**src/rtl/alu_pkg.sv**
```systemverilog
// rtl/alu_pkg.sv - opcodes, status bit positions and FSM state for alu_seq
//
// Shared definitions for the registered ALU:
//   OP_*      5-bit opcode encodings
//   *_B       bit positions inside the 6-bit Status word {CF,ZF,NF,VF,PF,AF}
//   state_t   sequencer state (IDLE accepts, MUL_BUSY iterates the multiplier)
//   pack_status assembles a Status word from individual flags
package alu_pkg;

    localparam logic [4:0] OP_INC = 5'b00001;
    localparam logic [4:0] OP_DEC = 5'b00011;
    localparam logic [4:0] OP_ADD = 5'b00100;
    localparam logic [4:0] OP_ADC = 5'b00101;
    localparam logic [4:0] OP_SUB = 5'b00110;
    localparam logic [4:0] OP_SBB = 5'b00111;
    localparam logic [4:0] OP_AND = 5'b01000;
    localparam logic [4:0] OP_OR  = 5'b01001;
    localparam logic [4:0] OP_XOR = 5'b01010;
    localparam logic [4:0] OP_NOT = 5'b01011;
    localparam logic [4:0] OP_CLC = 5'b01100;
    localparam logic [4:0] OP_STC = 5'b01101;
    localparam logic [4:0] OP_SHL = 5'b10000;
    localparam logic [4:0] OP_SHR = 5'b10001;
    localparam logic [4:0] OP_SAL = 5'b10010;
    localparam logic [4:0] OP_SAR = 5'b10011;
    localparam logic [4:0] OP_ROL = 5'b10100;
    localparam logic [4:0] OP_ROR = 5'b10101;
    localparam logic [4:0] OP_RCL = 5'b10110;
    localparam logic [4:0] OP_RCR = 5'b10111;
    localparam logic [4:0] OP_MUL = 5'b11000;

    localparam int CF_B = 5;
    localparam int ZF_B = 4;
    localparam int NF_B = 3;
    localparam int VF_B = 2;
    localparam int PF_B = 1;
    localparam int AF_B = 0;

    typedef enum logic {
        IDLE     = 1'b0,
        MUL_BUSY = 1'b1
    } state_t;

    function automatic logic [5:0] pack_status(
        input logic cf,
        input logic zf,
        input logic nf,
        input logic vf,
        input logic pf,
        input logic af
    );
        logic [5:0] s;
        s       = '0;
        s[CF_B] = cf;
        s[ZF_B] = zf;
        s[NF_B] = nf;
        s[VF_B] = vf;
        s[PF_B] = pf;
        s[AF_B] = af;
        return s;
    endfunction

endpackage

```
**src/rtl/alu_seq_if.sv**
```systemverilog
// rtl/alu_seq_if.sv - operand/result handshake bundle for alu_seq
//
// Groups the operation input stage (in_valid/in_ready, A, B, F) and the held
// result stage (out_valid/out_ready, Result, Result_hi, Status, out_err).
//   master : producer/consumer side (drives operands, takes results)
//   slave  : ALU side
interface alu_seq_if #(
    parameter int WIDTH = 16
);
    logic             in_valid;
    logic             in_ready;
    logic [WIDTH-1:0] A;
    logic [WIDTH-1:0] B;
    logic [4:0]       F;
    logic             out_valid;
    logic             out_ready;
    logic [WIDTH-1:0] Result;
    logic [WIDTH-1:0] Result_hi;
    logic [5:0]       Status;
    logic             out_err;

    modport master (
        output in_valid, A, B, F, out_ready,
        input  in_ready, out_valid, Result, Result_hi, Status, out_err
    );

    modport slave (
        input  in_valid, A, B, F, out_ready,
        output in_ready, out_valid, Result, Result_hi, Status, out_err
    );

endinterface

```
**src/rtl/alu_mul_iter.sv**
```systemverilog
// rtl/alu_mul_iter.sv - iterative shift-add unsigned multiplier
//
// Ports:
//   clk, rst  clock and asynchronous active-high reset
//   start     load A/B and begin (ignored-safe: only pulsed when idle)
//   A, B      unsigned operands, captured on the start edge
//   busy      iteration in progress
//   done      one-cycle pulse, product valid while high
//   product   2*WIDTH-bit result A*B
//
// Classic right-shifting product register: the low half starts as the
// multiplier, each step conditionally adds the multiplicand into the high
// half and shifts the whole {carry,hi,lo} right by one. After WIDTH steps
// the register holds the full product.
module alu_mul_iter #(
    parameter int WIDTH = 16
) (
    input  logic                 clk,
    input  logic                 rst,
    input  logic                 start,
    input  logic [WIDTH-1:0]     A,
    input  logic [WIDTH-1:0]     B,
    output logic                 busy,
    output logic                 done,
    output logic [2*WIDTH-1:0]   product
);

    localparam int CNT_W = $clog2(WIDTH);

    logic [2*WIDTH-1:0] p_q;
    logic [WIDTH-1:0]   mcand_q;
    logic [CNT_W-1:0]   cnt_q;
    logic               busy_q;
    logic               done_q;
    logic [WIDTH:0]     sum;

    assign sum = {1'b0, p_q[2*WIDTH-1:WIDTH]} + (p_q[0] ? {1'b0, mcand_q} : '0);

    always_ff @(posedge clk or posedge rst) begin
        if (rst) begin
            p_q     <= '0;
            mcand_q <= '0;
            cnt_q   <= '0;
            busy_q  <= 1'b0;
            done_q  <= 1'b0;
        end else begin
            done_q <= 1'b0;
            if (start) begin
                p_q     <= {{WIDTH{1'b0}}, B};
                mcand_q <= A;
                cnt_q   <= '0;
                busy_q  <= 1'b1;
            end else if (busy_q) begin
                p_q   <= {sum, p_q[WIDTH-1:1]};
                cnt_q <= cnt_q + CNT_W'(1);
                if (cnt_q == CNT_W'(WIDTH - 1)) begin
                    busy_q <= 1'b0;
                    done_q <= 1'b1;
                end
            end
        end
    end

    assign busy    = busy_q;
    assign done    = done_q;
    assign product = p_q;

endmodule

```
**src/rtl/alu_seq.sv**
```systemverilog
// rtl/alu_seq.sv - registered parametrised ALU with persistent CF and iterative MUL
//
// Ports:
//   clk   clock, rising edge
//   rst   asynchronous active-high reset
//   bus   alu_seq_if.slave: in_valid/in_ready/A/B/F operation input,
//         out_valid/out_ready/Result/Result_hi/Status/out_err held result
//
// Single-cycle ops load the output stage on their acceptance edge. MUL hands
// off to alu_mul_iter and the output stage loads on the edge that returns the
// sequencer to IDLE. CF lives in cf_q and is refreshed on every output load,
// which lets ADC/SBB/RCL/RCR chain across operations.
module alu_seq
    import alu_pkg::*;
#(
    parameter int WIDTH  = 16,
    parameter bit MUL_EN = 1'b1
) (
    input  logic      clk,
    input  logic      rst,
    alu_seq_if.slave  bus
);

    localparam int MSB = WIDTH - 1;

    state_t             state_q, state_d;
    logic               cf_q;
    logic               out_valid_q;
    logic               out_err_q;
    logic [WIDTH-1:0]   result_q;
    logic [WIDTH-1:0]   result_hi_q;
    logic [5:0]         status_q;

    logic [WIDTH-1:0]   a, b;
    logic               cin;
    logic               in_ready;
    logic               accept;
    logic               is_mul;

    logic               mul_start, mul_busy, mul_done;
    logic [2*WIDTH-1:0] mul_product;
    logic [WIDTH-1:0]   mul_lo, mul_hi;
    logic [5:0]         mul_status;

    logic [WIDTH:0]     wide;
    logic [WIDTH-1:0]   sc_r;
    logic               sc_cf, sc_vf, sc_af, sc_err;
    logic [5:0]         sc_status;

    assign a   = bus.A;
    assign b   = bus.B;
    assign cin = cf_q;

    // A new op is only taken when the output slot is empty or being drained
    // on this same edge, so a loaded result can never be overwritten.
    assign in_ready  = (state_q == IDLE) && !mul_busy && (!out_valid_q || bus.out_ready);
    assign accept    = bus.in_valid && in_ready;
    assign is_mul    = (bus.F == OP_MUL) && MUL_EN;
    assign mul_start = accept && is_mul;

    alu_mul_iter #(
        .WIDTH (WIDTH)
    ) u_mul (
        .clk     (clk),
        .rst     (rst),
        .start   (mul_start),
        .A       (a),
        .B       (b),
        .busy    (mul_busy),
        .done    (mul_done),
        .product (mul_product)
    );

    always_ff @(posedge clk or posedge rst) begin
        if (rst) begin
            state_q <= IDLE;
        end else begin
            state_q <= state_d;
        end
    end

    always_comb begin
        state_d = state_q;
        case (state_q)
            IDLE:     if (mul_start) state_d = MUL_BUSY;
            MUL_BUSY: if (mul_done)  state_d = IDLE;
            default:  state_d = IDLE;
        endcase
    end

    // Single-cycle datapath. AF is the carry/borrow into bit 4, recovered as
    // (a ^ operand ^ result)[4]; that identity holds for add and subtract,
    // with or without carry-in.
    always_comb begin
        wide   = '0;
        sc_r   = '0;
        sc_cf  = 1'b0;
        sc_vf  = 1'b0;
        sc_af  = 1'b0;
        sc_err = 1'b0;
        case (bus.F)
            OP_INC: begin
                wide  = {1'b0, a} + {{WIDTH{1'b0}}, 1'b1};
                sc_r  = wide[MSB:0];
                sc_cf = wide[WIDTH];
                sc_vf = (a == {1'b0, {MSB{1'b1}}});
                sc_af = a[4] ^ sc_r[4];
            end
            OP_DEC: begin
                wide  = {1'b0, a} - {{WIDTH{1'b0}}, 1'b1};
                sc_r  = wide[MSB:0];
                sc_cf = wide[WIDTH];
                sc_vf = (a == {1'b1, {MSB{1'b0}}});
                sc_af = a[4] ^ sc_r[4];
            end
            OP_ADD, OP_ADC: begin
                wide  = {1'b0, a} + {1'b0, b}
                      + ((bus.F == OP_ADC) ? {{WIDTH{1'b0}}, cin} : '0);
                sc_r  = wide[MSB:0];
                sc_cf = wide[WIDTH];
                sc_vf = (a[MSB] == b[MSB]) && (sc_r[MSB] != a[MSB]);
                sc_af = a[4] ^ b[4] ^ sc_r[4];
            end
            OP_SUB, OP_SBB: begin
                // The W+1-bit difference goes negative exactly when
                // A < B (+cin), so its top bit is the borrow.
                wide  = {1'b0, a} - {1'b0, b}
                      - ((bus.F == OP_SBB) ? {{WIDTH{1'b0}}, cin} : '0);
                sc_r  = wide[MSB:0];
                sc_cf = wide[WIDTH];
                sc_vf = (a[MSB] != b[MSB]) && (sc_r[MSB] != a[MSB]);
                sc_af = a[4] ^ b[4] ^ sc_r[4];
            end
            OP_AND: sc_r = a & b;
            OP_OR:  sc_r = a | b;
            OP_XOR: sc_r = a ^ b;
            OP_NOT: sc_r = ~a;
            OP_CLC: sc_r = a;
            OP_STC: begin
                sc_r  = a;
                sc_cf = 1'b1;
            end
            OP_SHL, OP_SAL: begin
                sc_r  = {a[MSB-1:0], 1'b0};
                sc_cf = a[MSB];
            end
            OP_SHR: begin
                sc_r  = {1'b0, a[MSB:1]};
                sc_cf = a[0];
            end
            OP_SAR: begin
                sc_r  = {a[MSB], a[MSB:1]};
                sc_cf = a[0];
            end
            OP_ROL: begin
                sc_r  = {a[MSB-1:0], a[MSB]};
                sc_cf = a[MSB];
            end
            OP_ROR: begin
                sc_r  = {a[0], a[MSB:1]};
                sc_cf = a[0];
            end
            OP_RCL: begin
                sc_r  = {a[MSB-1:0], cin};
                sc_cf = a[MSB];
            end
            OP_RCR: begin
                sc_r  = {cin, a[MSB:1]};
                sc_cf = a[0];
            end
            // With the multiplier present MUL never takes this path; without
            // it the opcode falls into the illegal result.
            OP_MUL:  sc_err = !MUL_EN;
            default: sc_err = 1'b1;
        endcase
    end

    // Illegal ops leave sc_r/sc_cf/sc_vf/sc_af at zero, which yields the
    // fixed ZF=1, PF=1 status without a special case.
    assign sc_status = pack_status(sc_cf, (sc_r == '0), sc_r[MSB], sc_vf, ~^sc_r, sc_af);

    assign mul_lo     = mul_product[MSB:0];
    assign mul_hi     = mul_product[2*WIDTH-1:WIDTH];
    assign mul_status = pack_status((mul_hi != '0), (mul_lo == '0), mul_lo[MSB],
                                    (mul_hi != '0), ~^mul_lo, 1'b0);

    always_ff @(posedge clk or posedge rst) begin
        if (rst) begin
            out_valid_q <= 1'b0;
            result_q    <= '0;
            result_hi_q <= '0;
            status_q    <= '0;
            out_err_q   <= 1'b0;
            cf_q        <= 1'b0;
        end else if (accept && !is_mul) begin
            out_valid_q <= 1'b1;
            result_q    <= sc_r;
            result_hi_q <= '0;
            status_q    <= sc_status;
            out_err_q   <= sc_err;
            cf_q        <= sc_status[CF_B];
        end else if (mul_done) begin
            out_valid_q <= 1'b1;
            result_q    <= mul_lo;
            result_hi_q <= mul_hi;
            status_q    <= mul_status;
            out_err_q   <= 1'b0;
            cf_q        <= mul_status[CF_B];
        end else if (bus.out_ready) begin
            out_valid_q <= 1'b0;
        end
    end

    assign bus.in_ready  = in_ready;
    assign bus.out_valid = out_valid_q;
    assign bus.Result    = result_q;
    assign bus.Result_hi = result_hi_q;
    assign bus.Status    = status_q;
    assign bus.out_err   = out_err_q;

endmodule
```
**src/flat_wrapper.sv**
```systemverilog
// flat-port wrapper written by rule: the top's interface ports become plain ports
module alu_seq_flat import alu_pkg::*;
#(
    parameter int WIDTH  = 16,
    parameter bit MUL_EN = 1'b1
)
  (clk, rst, bus_in_valid, bus_A, bus_B, bus_F, bus_out_ready, bus_in_ready, bus_out_valid, bus_Result, bus_Result_hi, bus_Status, bus_out_err);
  alu_seq_if #(.WIDTH(WIDTH)) bus_i ();
  input  logic clk;
  input  logic rst;
  input wire logic [$bits(bus_i.in_valid)-1:0] bus_in_valid;
  input wire logic [$bits(bus_i.A)-1:0] bus_A;
  input wire logic [$bits(bus_i.B)-1:0] bus_B;
  input wire logic [$bits(bus_i.F)-1:0] bus_F;
  input wire logic [$bits(bus_i.out_ready)-1:0] bus_out_ready;
  output wire logic [$bits(bus_i.in_ready)-1:0] bus_in_ready;
  output wire logic [$bits(bus_i.out_valid)-1:0] bus_out_valid;
  output wire logic [$bits(bus_i.Result)-1:0] bus_Result;
  output wire logic [$bits(bus_i.Result_hi)-1:0] bus_Result_hi;
  output wire logic [$bits(bus_i.Status)-1:0] bus_Status;
  output wire logic [$bits(bus_i.out_err)-1:0] bus_out_err;
  assign bus_i.in_valid = bus_in_valid;
  assign bus_i.A = bus_A;
  assign bus_i.B = bus_B;
  assign bus_i.F = bus_F;
  assign bus_i.out_ready = bus_out_ready;
  assign bus_in_ready = bus_i.in_ready;
  assign bus_out_valid = bus_i.out_valid;
  assign bus_Result = bus_i.Result;
  assign bus_Result_hi = bus_i.Result_hi;
  assign bus_Status = bus_i.Status;
  assign bus_out_err = bus_i.out_err;
  alu_seq #(.WIDTH(WIDTH), .MUL_EN(MUL_EN)) u_core (.clk(clk), .rst(rst), .bus(bus_i));
endmodule
```
**config.mk**
```make
export PLATFORM = sky130hd
export DESIGN_NAME = alu_seq_flat
export DESIGN_NICKNAME = d
export VERILOG_FILES = /design/src/rtl/alu_pkg.sv /design/src/rtl/alu_seq_if.sv /design/src/rtl/alu_mul_iter.sv /design/src/rtl/alu_seq.sv /design/src/flat_wrapper.sv
export SDC_FILE = /design/constraint.sdc
export NUM_CORES = 1
export LEC_CHECK = 0
export ABC_AREA = 0
export CAP_MARGIN = 10
export CORE_UTILIZATION = 55
export DETAILED_ROUTE_END_ITERATION = 7
export GPL_TIMING_DRIVEN = 0
export PLACE_DENSITY = 0.77
export SYNTH_ARGS = -nofsm -noshare
export SYNTH_HDL_FRONTEND = slang
export SYNTH_SLANG_ARGS = --single-unit
```
**constraint.sdc**
```tcl
create_clock -name clk -period 3.9 [get_ports clk]
set_input_delay 0.585 -clock clk [delete_from_list [all_inputs] [get_ports clk]]
set_output_delay 0.585 -clock clk [all_outputs]
set_load 0.05 [all_outputs]
```
* Word-level counts from Yosys, hierarchy flattened
Index checks and enable logic that the tools add are counted.
** Storage, ports and cells
- Output and inout port bits :: 41
- Logic and storage cells :: 118
- Bits in registers :: 96
** Operators by class
- Multiplexer cells :: 34
- Reduce and logical (&&, ||, !) cells :: 26
- Bitwise operators :: 10
- Equal/unequal tests :: 28
- Add/subtract/negate cells :: 8
** Operator list (number)
- $pmux W16 S16 :: 1
- $mux W16 :: 5
- $mux W32 :: 2
- $eq A5 B5 Y1 const B :: 9
- $logic_not A16 Y1 :: 2
- $reduce_xnor A16 Y1 :: 2
- $eq A5 B4 Y1 const B :: 6
- $reduce_or A21 Y1 :: 1
- $eq A5 B3 Y1 const B :: 4
- $mux W1 :: 18
- $add A16 B1 Y17 const B :: 1
- $add A16 B16 Y17 :: 1
- $add A16 B17 Y17 :: 1
- $add A17 B17 Y17 :: 1
- $sub A16 B1 Y17 const B :: 1
- $sub A16 B16 Y17 :: 1
- $sub A17 B17 Y17 :: 1
- $and A16 B16 Y16 :: 1
- $eq A16 B15 Y1 const B :: 1
- $eq A16 B16 Y1 const B :: 1
- $not A16 Y16 :: 1
- $or A16 B16 Y16 :: 1
- $reduce_bool A16 Y1 :: 1
- $xor A16 B16 Y16 :: 1
- other kinds (20) :: 42

* Longest topological paths before layout
- Word-level depth :: 7
- Depth in mapped cells :: 19
- Gate-level depth less buffers :: 18

* Modules after synthesis
From an unflattened synthesis, not the netlist that was laid out.
** Unflattened totals
- Cells, all modules :: 1189
- Area, all modules :: 9834.4 µm²
** Modules (own cells, without submodules)
- alu_seq :: cells each 864, times used 1, area an instance 6618.8 µm², seq. area each 1001.0 µm²
- alu_mul_iter :: cells each 325, times used 1, area an instance 3215.6 µm², seq. area each 1351.3 µm²

* Least setup slack after synthesis
No wires, ideal clock.
- Path kind :: in2reg
- Start point :: in bus_F[0]
- End point :: reg u_core.status_q[1] (netlist: u_core.bus.Status[1])
- Cell stages on the path :: 18
- Arrival time :: 4.245 ns
- Setup slack :: -0.481 ns
- Required time :: 3.764 ns
- Buffers on the path :: 2
- Path through :: buf_1 > clkbuf_1 > nand4_1 > fa_1 > fa_1 > o21a_1 > o22ai_1 > o211ai_1 > a21o_1 > o31a_1 > nor2_1 > a2111oi_2 > ha_1 > xnor2_1 > xnor2_1 > xnor2_1 > nand2_1 > o21ai_0
** On the way
- Word-level cells in the longest chain between the ends :: 6
- Elaborated cells between the ends (all ways) :: 35
- Classes of those cells :: add/sub: 2; eq/ne: 21; mux: 4; reduce/logical: 8
** Ends and longest elaborated chain
- from (decl) :: RTL line flat_wrapper.sv:14 : input wire logic [$bits(bus_i.F)-1:0] bus_F;
- $eq A5 B3 Y1 (on tied branches) :: RTL line alu_seq.sv:101, alu_seq.sv:128, alu_seq.sv:118
- $mux W1 (on tied branches) :: RTL line alu_seq.sv:128, alu_seq.sv:118
- $sub A17 B17 Y17 / $add A17 B17 Y17 (equally long branches) :: RTL line alu_seq.sv:128, alu_seq.sv:118
- $pmux W16 S16 :: RTL line alu_seq.sv:101 : case (bus.F)
- $reduce_xnor A16 Y1 :: RTL line alu_seq.sv:180 : assign sc_status = pack_status(sc_cf, (sc_r == '0), sc_r[MSB], sc_vf, ~^sc_r, sc_af);
- $mux W6 :: RTL line alu_seq.sv:195 : end else if (accept && !is_mul) begin
- to (signal assigned) :: RTL line alu_seq.sv:199 : status_q <= sc_status;
- to (signal assigned) :: RTL line alu_seq.sv:206 : status_q <= mul_status;
- to (decl) :: RTL line alu_seq.sv:32 : logic [5:0] status_q;
Several ways; a longest one is shown, not always the timed one.
A chain may end at the register's enable or synchronous reset.

* Worst setup path in the final report
- Start point :: in bus_A[4]
- End point :: reg u_core.status_q[1] (netlist: u_core.bus.Status[1])
** On the way
- Word-level cells in the longest chain between the ends :: 5
- Elaborated cells between the ends (all ways) :: 13
- Classes of those cells :: add/sub: 6; mux: 2; bitwise: 4; reduce/logical: 1
** Ends and longest elaborated chain
- from (decl) :: RTL line flat_wrapper.sv:12 : input wire logic [$bits(bus_i.A)-1:0] bus_A;
- $sub A16 B16 Y17 / $add A16 B16 Y17 (equally long branches) :: RTL line alu_seq.sv:127, alu_seq.sv:117
- $sub A17 B17 Y17 / $add A17 B17 Y17 (equally long branches) :: RTL line alu_seq.sv:128, alu_seq.sv:118
- $pmux W16 S16 (*) :: RTL line alu_seq.sv:101
- $reduce_xnor A16 Y1 (*) :: RTL line alu_seq.sv:180
- $mux W6 (*) :: RTL line alu_seq.sv:195
Mark *: on every way between the ends. The rest lies on a longest branch, timed or not.

==> metrics.md <==
| Metric | Value |
|---|---|
| Status | `complete, but fails checks` |
| Failing checks | `negative setup slack` |
| TritonRoute pass-1 iters | `7` |
| Die Y | `131 um` |
| Fin nets | `1395` |
| Layout Skew | `0.0199 ns` |
| Pwr dens | `497 nW/um2` |
| Setup Crit Path Kind | `in2reg` |
| H-tree depth | `3` |
| Final Cycle Share | `109%` |
| GR Util met1 | `52.8%` |
| Final WS setup | `-0.348 ns` |
| Maxcap violations | `0` |
| TritonCTS Buffers | `9` |
| Final core utilization | `69.6%` |
| # rows | `46` |
| Placed cell areas | `10300 um2` |
| Critical path arrival | `4.52 ns` |
| Initial core utilization | `56.9%` |
| Fmax | `0.235 GHz` |
| Core area | `16100 um2` |
| Die X | `131 um` |
| Share of cells above drive strength 1 | `11.8%` |
| Dpl ws | `-1.92 ns` |
| Worst setup EP type | `flip-flop` |
| Syn avg cell area | `8.10 um2` |
| Endpoints failing setup | `2` |
| Largest net degree at the start of global routing | `73` |
| Cells after Synth | `1128` |
| Post-synth EDFFs | `0` |
| CTS tree | `built` |
| GR Util met2 | `57.9%` |
| Total number of vias | `9596` |
| Commonest non-fill, non-tap cells in the layout | `nand2_1, dfrtp_1, ha_1, nor2_1, clkdlybuf4s50_1` |
| Final wirelength | `32.0 mm` |
| Total track usage | `38.0%` |
| Post-Syn Area | `9130 um2` |
| Yosys cell types | `80` |
| Final instance area | `11200 um2` |
| Clock Pin Slew Worst Setup and Hold Paths | `0.08 ns` |
| Min Tclk post-route | `4.25 ns` |
| Global placer's final weighted congestion | `0.970` |
| P_leak | `0.00467 uW` |
| RSZ-0062 raised after global routing | `true` |
| Yosys reg bits | `94` |
| Most common cell after layout, fill and taps aside | `nand2_1` |
| Residual DRC count | `0` |
| # IOs | `82` |
| Synth warnings | `0` |
| Maximum VDD drop | `0.429 mV` |
| # diodes | `0` |
| Global-route wire length before repair | `48.6 mm` |
| Startpoint Class | `primary input` |
| Met3 Track Usage GR | `7.29%` |
| Die Area | `17100 um2` |
| CTS max path bufs | `2` |
| Crit Path Max Fanout | `5` |
| Clk sinks | `94` |
| DP Wirelength | `24.3 mm` |
| Via density | `6.52` |
| Grt ovf | `0` |
| Post-DRT Antenna Nets | `0` |
| Sequential element share of the synthesized area | `25.8%` |
| Critical path data required time | `4.17 ns` |
| Predominant post-synthesis flop cell | `dfrtp_1` |
| Initial antenna violation count | `0` |
| Ys async rst share | `100%` |
| Final Hold Vio Count | `0` |
| Worst-Margin Slew | `1.01 ns` |
| Syn Nets | `1272` |
| Global-route layer with the greatest usage | `met2` |
| Layout area overhead | `22.4%` |
| DR iter-0 viols | `951` |
| Fill cell count | `1320` |
| Port bufs | `81` |
| Vias in the first global route | `8668` |
| Wirelength per Cell | `21.7 um` |
| Clock latency on the worst-skew pair | `0.36 ns` |
| Number of max-slew violations in the final report | `0` |
| Rel. slew slack | `32.6%` |
| HP Class | `reg2reg` |
| Clk root buf | `clkbuf_16` |
## final cells by class
cell class	count	area, um2	share of cell area [%]
Buffer	62	347	3.10
Clock buffer	9	225	2.01
Clock inverter	7	80.1	0.716
Inverter	82	337	3.01
Multi-Input combinational cell	888	6490	58.0
Sequential cell	94	2350	21.0
Tap cell	216	270	2.42
Timing Repair Buffer	114	1080	9.66
## power by group
| part | leakage [uW] | switching (uW) | internal (uW) |
|---|---|---|---|
| clock network | 0.000145 | 447 | 455 |
| registers | 0.00122 | 261 | 1290 |
| logic | 0.00331 | 1900 | 1210 |
## layer usage
metal  part of all wire, %  wire [um]  up-vias
li1                      -          -     4367
met1                    43      13700     4622
met2                    44      14100      508
met3                   9.1       2900       99
met4                   3.9       1230        0
met5                     0          0        -
## flip-flops by register name, summed over array words and instances (netlist names), 4 cells and up
signal / cells
u_core.bus.Result_hi: 16
u_core.bus.Status: 6
u_core.u_mul.cnt_q: 4
u_core.u_mul.mcand_q: 16
u_core.u_mul.product: 32
u_core.bus.Result: 15
## path summary, 6_finish.rpt
kind	startpoint	to	slack, ns	depth (start not counted)
hold reg to reg	u_core.u_mul.mcand_q[4]	u_core.u_mul.mcand_q[4]	0.48	2
hold / removal	u_core.u_mul.mcand_q[4]	u_core.u_mul.mcand_q[4]	0.48	2
setup / recovery	bus_A[4]	u_core.bus.Status[1]	-0.35	20
min in group asynchronous	rst	u_core.bus.Result_hi[3]	0.53	2
setup reg to reg	u_core.bus.Status[5]	u_core.bus.Status[1]	-0.15	17
max in group asynchronous	rst	u_core.bus.Result[4]	2.72	3
## Yosys cell counts (all sizes together), types with 8 or more instances
| master | number | area [um2] |
|---|---|---|
| mux2i | 37 | 370 |
| buf | 19 | 93.8 |
| a221oi | 12 | 105 |
| nand4 | 18 | 113 |
| a31oi | 10 | 62.6 |
| o21a | 9 | 67.6 |
| nor3 | 33 | 180 |
| xnor2 | 35 | 307 |
| ha | 98 | 1230 |
| clkbuf | 45 | 169 |
| a211oi | 28 | 215 |
| o22ai | 22 | 138 |
| nand2 | 99 | 372 |
| nor2b | 25 | 156 |
| o31ai | 8 | 65.1 |
| a21oi | 69 | 349 |
| o211ai | 17 | 133 |
| xor2 | 19 | 166 |
| dfrtp | 94 | 2350 |
| nor2 | 79 | 297 |
| or3 | 12 | 75.1 |
| inv | 81 | 304 |
| o21ai | 74 | 374 |
| and2 | 21 | 131 |
| o221ai | 20 | 175 |
| nor4 | 15 | 100 |
| nand3 | 33 | 165 |
## per-stage QoR
| step | hold WS, ns | cells | setup TNS [ns] | total power [uW] |
|---|---|---|---|---|
| floorplan | 0.442 | 1128 | -0.270 | 3580 |
| global placement | 0.457 | 1425 | -66.56 | 4420 |
| detailed placement | 0.463 | 1426 | -16.94 | 4480 |
| CTS | 0.481 | 1463 | -0.530 | 5490 |
| global route | 0.500 | 1472 | -0.733 | 5920 |
| finish | 0.476 | 1472 | -0.483 | 5560 |
## worst max-delay path, cell delays in order
cell	delay (ns)
clkdlybuf4s50_1	0.52
buf_6	0.13
clkinvlp_4	0.10
buf_4	0.18
ha_1	0.18
inv_1	0.09
ha_4	0.17
or2_4	0.13
and4b_4	0.22
o31a_1	0.38
a2111o_1	0.45
o211ai_2	0.11
nand2_1	0.08
and3b_2	0.28
ha_4	0.27
xnor2_4	0.13
xnor2_2	0.20
xnor2_1	0.14
nand2_1	0.07
o21ai_1	0.09
## cell families (layout without fill, tap and decap cells)
family                     count (synthesis)  count (layout)  share of synthesized area (%)
and+or+nand+nor                          371             371                           20.6
muxes                                     37              37                           4.05
AOI/OAI and AO/OA                        323             323                           23.6
buffers and inverters                    146             274                           6.25
DFF                                       94              94                           25.8
adders and majority gates                103             103                           14.5
xor gates and xnor gates                  54              54                           5.18
## what timing repair did
item / CTS / global route
gates resized for setup: 94 / 39
cloned: 0 / 0
hold buffers: 0 / 0
pin swaps: 17 / 15
setup buffers: 21 / 10
setup endpoints to repair: 17 / 3
No activity file was read; power rests on OpenSTA's default activity.
